**src/rtl/cursor_line_fetch.sv**
```systemverilog
// Cursor sprite line fetcher: streams one sprite row from a 1-cycle-latency ROM
// into a line buffer per scanline, then serves per-pixel index, opacity and fade alpha.
module cursor_line_fetch #(
  parameter int SPR_W       = 64,
  parameter int SPR_H       = 64,
  parameter int DATA_W      = 4,
  parameter int TRANSPARENT = 0,
  parameter int FADE_STEP   = 1,
  parameter int MIN_ALPHA   = 4,
  localparam int AW         = $clog2(SPR_W * SPR_H),
  localparam int CW         = $clog2(SPR_W)
) (
  input  logic              clk_i,
  input  logic              reset_n_i,
  input  logic              frame_start_i,
  input  logic              line_start_i,
  input  logic [9:0]        line_y_i,
  input  logic [9:0]        cursor_x_i,
  input  logic [9:0]        cursor_y_i,
  input  logic              click_i,
  input  logic [9:0]        draw_x_i,
  output logic [AW-1:0]     rom_addr_o,
  input  logic [DATA_W-1:0] rom_data_i,
  output logic [DATA_W-1:0] pix_idx_o,
  output logic              pix_opaque_o,
  output logic [3:0]        pix_alpha_o,
  output logic              busy_o,
  output logic              line_valid_o
);

  typedef enum logic {IDLE, FETCH} state_e;

  localparam logic [CW:0] COL_ONE = (CW + 1)'(1);
  localparam logic [CW:0] COL_END = (CW + 1)'(SPR_W);

  state_e            state_q, state_d;
  logic [CW:0]       col_q, col_d;
  logic [AW-1:0]     romAddr_q, romAddr_d;
  logic [AW-1:0]     rowBase_q, rowBase_d;
  logic              issue_q, issue_d;
  logic              cap_q, cap_d;
  logic [CW-1:0]     capIdx_q, capIdx_d;
  logic              lineValid_q, lineValid_d;
  logic [9:0]        cx_q, cx_d, cy_q, cy_d;
  logic [3:0]        alpha_q, alpha_d;
  logic [DATA_W-1:0] pixIdx_q, pixIdx_d;
  logic              pixOpaque_q, pixOpaque_d;
  logic [DATA_W-1:0] lineBuf_q [SPR_W];

  logic [10:0]       row, dx;
  logic              inRange, inCol;
  logic [AW-1:0]     newBase;
  logic [DATA_W-1:0] bufRd;

  assign row     = {1'b0, line_y_i} - {1'b0, cy_q};
  assign inRange = (line_y_i >= cy_q) && (row < 11'(SPR_H));
  assign newBase = AW'(row) << CW;

  assign dx      = {1'b0, draw_x_i} - {1'b0, cx_q};
  assign inCol   = (draw_x_i >= cx_q) && (dx < 11'(SPR_W));
  assign bufRd   = lineBuf_q[dx[CW-1:0]];

  // issue_q marks a cycle whose rom_addr is a live fetch; cap_q is that flag
  // delayed by the ROM latency, so rom_data lines up with capIdx_q.
  always_comb begin
    state_d     = state_q;
    col_d       = col_q;
    romAddr_d   = romAddr_q;
    rowBase_d   = rowBase_q;
    issue_d     = 1'b0;
    cap_d       = issue_q;
    capIdx_d    = CW'(col_q - COL_ONE);
    lineValid_d = lineValid_q;
    if (line_start_i) begin
      cap_d       = 1'b0;
      lineValid_d = 1'b0;
      if (inRange) begin
        state_d   = FETCH;
        col_d     = COL_ONE;
        romAddr_d = newBase;
        rowBase_d = newBase;
        issue_d   = 1'b1;
      end else begin
        state_d = IDLE;
        col_d   = '0;
      end
    end else if (state_q == FETCH) begin
      if (col_q < COL_END) begin
        romAddr_d = rowBase_q + AW'(col_q);
        col_d     = col_q + COL_ONE;
        issue_d   = 1'b1;
      end
      if (cap_q && (capIdx_q == CW'(SPR_W - 1))) begin
        state_d     = IDLE;
        lineValid_d = 1'b1;
        col_d       = '0;
      end
    end
  end

  // Click wins over the per-frame fade; the fade floors at MIN_ALPHA.
  always_comb begin
    cx_d    = cx_q;
    cy_d    = cy_q;
    alpha_d = alpha_q;
    if (frame_start_i) begin
      cx_d = cursor_x_i;
      cy_d = cursor_y_i;
    end
    if (click_i) begin
      alpha_d = 4'd15;
    end else if (frame_start_i) begin
      alpha_d = (int'(alpha_q) >= FADE_STEP + MIN_ALPHA) ? alpha_q - 4'(FADE_STEP)
                                                          : 4'(MIN_ALPHA);
    end
    pixIdx_d    = (lineValid_q && inCol) ? bufRd : '0;
    pixOpaque_d = lineValid_q && inCol && (bufRd != DATA_W'(TRANSPARENT));
  end

  always_ff @(posedge clk_i or negedge reset_n_i) begin
    if (!reset_n_i) begin
      state_q     <= IDLE;
      col_q       <= '0;
      romAddr_q   <= '0;
      rowBase_q   <= '0;
      issue_q     <= 1'b0;
      cap_q       <= 1'b0;
      capIdx_q    <= '0;
      lineValid_q <= 1'b0;
      cx_q        <= '0;
      cy_q        <= '0;
      alpha_q     <= 4'd15;
      pixIdx_q    <= '0;
      pixOpaque_q <= 1'b0;
    end else begin
      state_q     <= state_d;
      col_q       <= col_d;
      romAddr_q   <= romAddr_d;
      rowBase_q   <= rowBase_d;
      issue_q     <= issue_d;
      cap_q       <= cap_d;
      capIdx_q    <= capIdx_d;
      lineValid_q <= lineValid_d;
      cx_q        <= cx_d;
      cy_q        <= cy_d;
      alpha_q     <= alpha_d;
      pixIdx_q    <= pixIdx_d;
      pixOpaque_q <= pixOpaque_d;
    end
  end

  always_ff @(posedge clk_i) begin
    if (cap_q) begin
      lineBuf_q[capIdx_q] <= rom_data_i;
    end
  end

  assign rom_addr_o   = romAddr_q;
  assign pix_idx_o    = pixIdx_q;
  assign pix_opaque_o = pixOpaque_q;
  assign pix_alpha_o  = alpha_q;
  assign busy_o       = (state_q == FETCH);
  assign line_valid_o = lineValid_q;

endmodule

```
**config.mk**
```make
export PLATFORM = sky130hd
export DESIGN_NAME = cursor_line_fetch
export DESIGN_NICKNAME = d
export VERILOG_FILES = /design/src/rtl/cursor_line_fetch.sv
export SDC_FILE = /design/constraint.sdc
export NUM_CORES = 1
export LEC_CHECK = 0
export CORE_MARGIN = 8
export CORE_UTILIZATION = 45
export CTS_CLUSTER_DIAMETER = 100
export DETAILED_ROUTE_END_ITERATION = 10
export PLACE_DENSITY_LB_ADDON = 0.3
export RECOVER_POWER = 50
export SYNTH_ARGS = -nofsm -noshare
export SYNTH_HDL_FRONTEND = slang
export SYNTH_SLANG_ARGS = --single-unit
```
**constraint.sdc**
```tcl
create_clock -name clk_i -period 6.69 [get_ports clk_i]
set_clock_uncertainty 0.05 [all_clocks]
set_input_delay 2.007 -clock clk_i [delete_from_list [all_inputs] [get_ports clk_i]]
set_output_delay 2.007 -clock clk_i [all_outputs]
set_load 0.02 [all_outputs]
```
==> results of run 1 <==
-- sequential cells by signal, indices dropped and copies added, names as in the netlist, 4 cells and up --
signal,count
rowBase_q,6
cx_q,10
lineBuf_q,256
pix_alpha_o,4
rom_addr_o,12
pix_idx_o,4
cy_q,10
capIdx_q,6
col_q,7
-- kinds of logic after synthesis --
family / after synthesis
flops: 320
compound gates: 88
mux: 106
fa+ha+maj: 28
buf+inv: 73
simple gates: 192
xor+xnor: 20
-- stage by stage --
stage | setup slack (ns) | util | hold WS (ns) | power [mW]
6_report | 1.649 | 0.5325 | 0.4474 | 4.828
5_1_grt | 0.8897 | 0.5325 | 0.4693 | 5.005
4_1_cts | 1.631 | 0.5328 | 0.4538 | 4.873
3_5_place_dp | 1.121 | 0.4961 | 0.4372 | 3.031
3_3_place_gp | 1.123 | 0.4961 | 0.3971 | 3.018
2_1_floorplan | 1.791 | - | 0.3885 | 2.785
-- layer usage --
layer	global-route usage	vias to the layer above	wire length (um)	part of all wire
met1	0.2201	3782	12800	0.45
met5	0	-	0	0
li1	-	3338	-	-
met4	0.03789	0	431	0.015
met3	0.02398	35	1287	0.045
met2	0.2651	179	14200	0.49
-- synthesized netlist by cell type, types with 8 or more instances --
cell type and instances:
xor2_1 10, dfrtp_1 60, inv_1 40, o21ai_0 35
xnor2_1 10, nor2_1 88, mux4_2 79, edfxtp_1 256
nand3_1 11, clkbuf_1 21, mux2i_1 16, ha_1 26
nand2_1 48, a21oi_1 15, nor2b_1 11, mux2_2 8
-- final timing paths --
path,endpoint,slack (ns),cells after the start
worst max-delay path,pix_opaque_o,1.65,11
worst min-delay path,cap_q,0.45,1
worst max register to register,pix_opaque_o,3.25,9
worst min register to register,cap_q,0.45,1
max in group asynchronous,cap_q,1.67,2
min in group asynchronous,cx_q[7],2.81,2
-- power by group --
| part | internal, mW | switching (mW) | total, mW | leakage [nW] |
|---|---|---|---|---|
| combinational | 0.370 | 0.365 | 0.735 | 1.94 |
| clock | 1.11 | 0.732 | 1.85 | 0.543 |
| sequential | 2.20 | 0.0425 | 2.25 | 3.10 |
-- layout make-up --
cell class / count / area share
clock buffer: 42 / 0.05954
clock inverter: 16 / 0.009384
inverter: 40 / 0.009463
multi-input combinational: 434 / 0.2561
sequential: 320 / 0.5858
tap: 390 / 0.03075
timing repair buffer: 81 / 0.04905
==> key figures, run 1 <==
Outcome
  • Status: finished, violations left
  • Failing checks: max-capacitance violations, max-slew violations

Power
  • Power Density: 304.3 nW/um^2
  • LEAKAGE: 5.588 nW
  • VDD IR max: 142.9 uV

Logic synthesis
  • Sequential area share after synthesis: 0.6807
  • Yosys top cell by area: edfxtp_1
  • Synth area leaders: edfxtp_1 56%, mux4_2 13%, dfrtp_1 11%, nor2_1 2.4%, ha_1 2.4%
  • Post-Syn Nets: 904
  • Synth cell types: 60
  • Synth Area in Compound Gates: 0.04023
  • Combinational family with the most area after synthesis: multiplexers
  • Flops & latches, synth: 320
  • Share of the synthesized area in the top cell type: 0.5630
  • Number of enable flip-flop cells after synthesis: 256
  • Syn_area_per_cell: 16.51 sq um
  • Simple-Gate Fraction of Synth Area: 0.06360
  • Cells after Synth: 827
  • Multiplexer share of the synthesized area: 0.1522
  • Synth async-reset ratio: 0.2000
  • Synth Cell Area: 13,650 sq um
  • Xor/xnor share of the synthesized area: 0.01283
  • Top_reg_cell synth: edfxtp_1
  • Post-Synth Adder-Cell Area: 0.02676
  • YS warnings: 0

Routing
  • Initial drt markers: 669
  • Detailed-route wire length: 28,730 um
  • DR WL/cell: 21.71 um
  • Routed Antenna Nets: 0
  • Initial DRT Pass Iterations: 5
  • Vias per cell: 5.543
  • DRC: 0
  • Vias: 7,334

Floorplan
  • Core Area: 29,800 sq um
  • Std cell rows: 63
  • Die ar.: 36,170 sq um
  • Initial Util: 0.4582
  • Die Height: 190.2 um
  • IO Pins: 72
  • Die W: 190.2 um

Setup path
  • Critical path peak fanout: 40
  • Reg2reg start: cx_q[0]
  • Critical path capture point type: flop
  • Setup Crit Path Kind: in2reg
  • Delay-heaviest family, CP: multiplexers
  • Worst EP required: 7.00 ns
  • Chain of cells forming the critical path: clkdlybuf4s50_1 -> inv_1 -> ha_4 -> fa_2 -> buf_12 -> mux4_2 -> mux4_2 -> mux2i_1 -> mux2i_1 -> nor4_1 -> nor3b_1
  • Crit path largest cell delay: 0.77 ns
  • Slowest cell on crit path: fa_2
  • Critical path arrival: 5.35 ns
  • Critical Path Start Type: primary input
  • Critical path buffers and inverters: 3
  • Setup crit start: draw_x_i[0]

Final layout
  • Fill count: 2,409
  • Reg area: 9294 sq um
  • Commonest non-fill, non-tap cells in the layout: 256 x edfxtp_1, 88 x nor2_1, 79 x mux4_2, 66 x clkdlybuf4s50_1, 60 x dfrtp_1
  • Area of the multi-input gates: 4063 sq um
  • N_diodes: 0
  • Finished Layout Cells: 1,323
  • Nets: 988
  • Design Area, Final: 15,870 sq um
  • Layout cells sized above 1: 0.1726
  • Commonest non-fill, non-tap cell in the layout: edfxtp_1
  • Layout Area Growth over Synthesis: 16.21%

STA
  • FMAX: 198.4 MHz
  • Post-route minimum period: 5.041 ns
  • Worst slew pin tran: 3.702 ns
  • Slew headroom: -1.468
  • Final period util: 0.7536
  • Final hold vios: 0
  • Slew Limit Fails: 130
  • Final setup fails: 0
  • Post-Route Setup TNS: 0 ns
  • Unrepaired setup endpoints after global routing: false

Clock network
  • # hold bufs at CTS: 0
  • Clock transition at the registers of the reported paths: 0.06 ns
  • Clk buf depth: 3
  • Worst-skew pair later-pin latency: 0.50 ns
  • TritonCTS Sinks: 320
  • CTS root buffer: clkbuf_16
  • Total CTS buffers: 34
  • CTS resizes: 0
  • Post CTS Setup Buffer Count: 0
  • CTS tree: yes
  • CTS H-tree lvls: 2

Flow run
  • Max-cap violations: 2

Min path
  • Worst hold path startpoint: issue_q
  • Min-delay worst type: reg2reg

Global routing
  • Grt ovf: 0
  • Largest net degree at the start of global routing: 65
  • Initial antenna violation count: 0
  • Vias in the first global route: 7,668
  • Gr usage total: 0.1597
  • First-pass GRT wire length: 44,930 um

Placement
  • Hpwl dp: 19,020 um
  • DP Area: 14,780 sq um
  • Gpl congestion: 0.7969
  • Placed Instances: 1,265
  • Port Buffer Count: 71
Power figures use the tool's default switching activity.
==> run 2, diff against run 1 <==
==> constraint.sdc (replaced) <==
create_clock -name clk_i -period 4.3 [get_ports clk_i]
set_clock_uncertainty 0.05 [all_clocks]
set_input_delay 1.29 -clock clk_i [delete_from_list [all_inputs] [get_ports clk_i]]
set_output_delay 1.29 -clock clk_i [all_outputs]
set_load 0.02 [all_outputs]
==> run 2 against run 1 <==
Against the previous run: the flow still finishes with violations (max-capacitance violations, max-slew violations); die area stayed put; worst setup slack worse by 1.5 ns; total power is 61% higher; sequential share of layout area is 1.2 points lower; count of clock-buffer cells in the layout is 1 higher; first-iteration DRC count is 3.0% higher; register-to-register slack worse by 2.2 ns; largest cell class unchanged.
==> key figures, run 2 (synthesis gave the netlist of run 1 again) <==
Global routing
  • Largest net degree at the start of global routing: 65
  • First-pass GRT wire length: 45,830 um
  • Vias in the first global route: 7,760
  • Initial antenna violation count: 0
  • Gr usage total: 0.1630
  • Grt ovf: 0

Setup path
  • Setup Crit Path Kind: in2reg
  • Critical path capture point type: flop
  • Critical path arrival: 4.43 ns
  • Chain of cells forming the critical path: clkdlybuf4s50_1 -> inv_1 -> ha_4 -> fa_2 -> buf_12 -> buf_12 -> mux4_2 -> mux4_2 -> mux2i_1 -> mux2i_1 -> nor4_1 -> nor3b_1
  • Critical path buffers and inverters: 4
  • Critical Path Start Type: primary input
  • Delay-heaviest family, CP: multiplexers
  • Slowest cell on crit path: fa_2
  • Critical path peak fanout: 20
  • Worst EP required: 4.62 ns
  • Crit path largest cell delay: 0.59 ns

Floorplan
  • Initial Util: 0.4582
  • Die W: 190.2 um
  • Die Height: 190.2 um
  • Core Area: 29,800 sq um
  • Std cell rows: 63
  • IO Pins: 72
  • Die ar.: 36,170 sq um

STA
  • Post-Route Setup TNS: 0 ns
  • Post-route minimum period: 4.113 ns
  • Unrepaired setup endpoints after global routing: false
  • Slew headroom: -0.8072
  • Slew Limit Fails: 178
  • Final setup fails: 0
  • Final period util: 0.9564
  • Final hold vios: 0
  • Worst slew pin tran: 2.711 ns
  • Worst setup margin: 0.1873 ns
  • FMAX: 243.1 MHz

Clock network
  • Post CTS Setup Buffer Count: 0
  • CTS root buffer: clkbuf_16
  • Worst-skew pair later-pin latency: 0.51 ns
  • CTS resizes: 0
  • Clock transition at the registers of the reported paths: 0.06 ns
  • TritonCTS Sinks: 320
  • CTS H-tree lvls: 2
  • CTS tree: yes
  • Total CTS buffers: 34
  • # hold bufs at CTS: 0
  • Clk buf depth: 3

Final layout
  • Max reg flops: 256
  • Largest reg by FF count: lineBuf_q
  • Layout Area Growth over Synthesis: 18.55%
  • Design Area, Final: 16,190 sq um
  • Final core occ: 0.5432
  • N_diodes: 0
  • Finished Layout Cells: 1,349
  • Commonest non-fill, non-tap cell in the layout: edfxtp_1
  • Commonest non-fill, non-tap cells in the layout: 256 x edfxtp_1, 88 x nor2_1, 79 x mux4_2, 65 x clkdlybuf4s50_1, 60 x dfrtp_1
  • Nets: 1,014
  • Layout cells sized above 1: 0.1950

Placement
  • Hpwl dp: 20,220 um
  • Port Buffer Count: 71
  • Placed Instances: 1,291
  • Post-Place Setup Slack: -0.3580 ns
  • DP Area: 15,060 sq um
  • Gpl congestion: 0.8015

Routing
  • DR WL/cell: 21.60 um
  • Initial DRT Pass Iterations: 5
  • Vias per cell: 5.566
  • Initial drt markers: 689
  • Routed Antenna Nets: 0
  • Vias: 7,508
  • DRC: 0
  • Detailed-route wire length: 29,140 um

Flow run
  • Max-cap violations: 3

Power
  • LEAKAGE: 5.751 nW
  • VDD IR max: 316.8 uV
  • Power Density: 478.8 nW/um^2

Outcome
  • Failing checks: max-capacitance violations, max-slew violations
  • Status: finished, violations left

Min path
  • Min-delay worst type: reg2reg
run 2: cell count changes in the layout (fill, tap and decap cells not counted), moves of 2 or more:
cell and change:
bufinv_16 +2, clkbuf_1 +2, clkinv_1 -2, clkbuf_16 -2
buf_4 +20, clkbuf_4 +2, clkinv_2 -4, buf_2 -3
buf_12 +7, inv_6 +2
run 2: stage by stage:
| step | power, mW | hold WS, ns |
|---|---|---|
| floorplan | 4.333 | 0.3885 |
| global placement | 4.832 | 0.4072 |
| detailed placement | 4.854 | 0.4039 |
| CTS | 7.815 | 0.4183 |
| global route | 8.029 | 0.4347 |
| finish | 7.750 | 0.4174 |
run 2: per-layer routing:
metal / part of all wire / up-vias / GRT usage
li1: - / 3397 / -
met1: 0.45 / 3836 / 0.2322
met4: 0.021 / 0 / 0.04445
met3: 0.053 / 48 / 0.02581
met2: 0.48 / 227 / 0.2584
met5: 0 / - / 0
run 2: final cells by class:
cell class / instances / area (sq um)
clock inverters: 15 / 206.4
repair buffers: 107 / 1061
multi-input cells: 434 / 4063
inverters: 40 / 150.1
fillers: 2360 / 13610
well taps: 390 / 488.0
clock buffers: 43 / 923.4
flip-flops and latches: 320 / 9294
run 2: final timing paths:
path | startpoint | endpoint | slack (ns) | cells after the start
setup / recovery | draw_x_i[0] | pix_opaque_o | 0.19 | 12
hold / removal | issue_q | cap_q | 0.42 | 1
setup reg to reg | cx_q[0] | pix_opaque_o | 1.06 | 10
hold reg to reg | issue_q | cap_q | 0.42 | 1
max in group asynchronous | reset_n_i | rom_addr_o[10] | 1.05 | 1
min in group asynchronous | reset_n_i | cx_q[7] | 1.59 | 1
run 2: power by group:
group | switching, mW | leakage, nW | internal [mW]
Sequential | 0.0634 | 3.10 | 3.43
Combinational | 0.604 | 2.09 | 0.682
Clock | 1.15 | 0.554 | 1.82
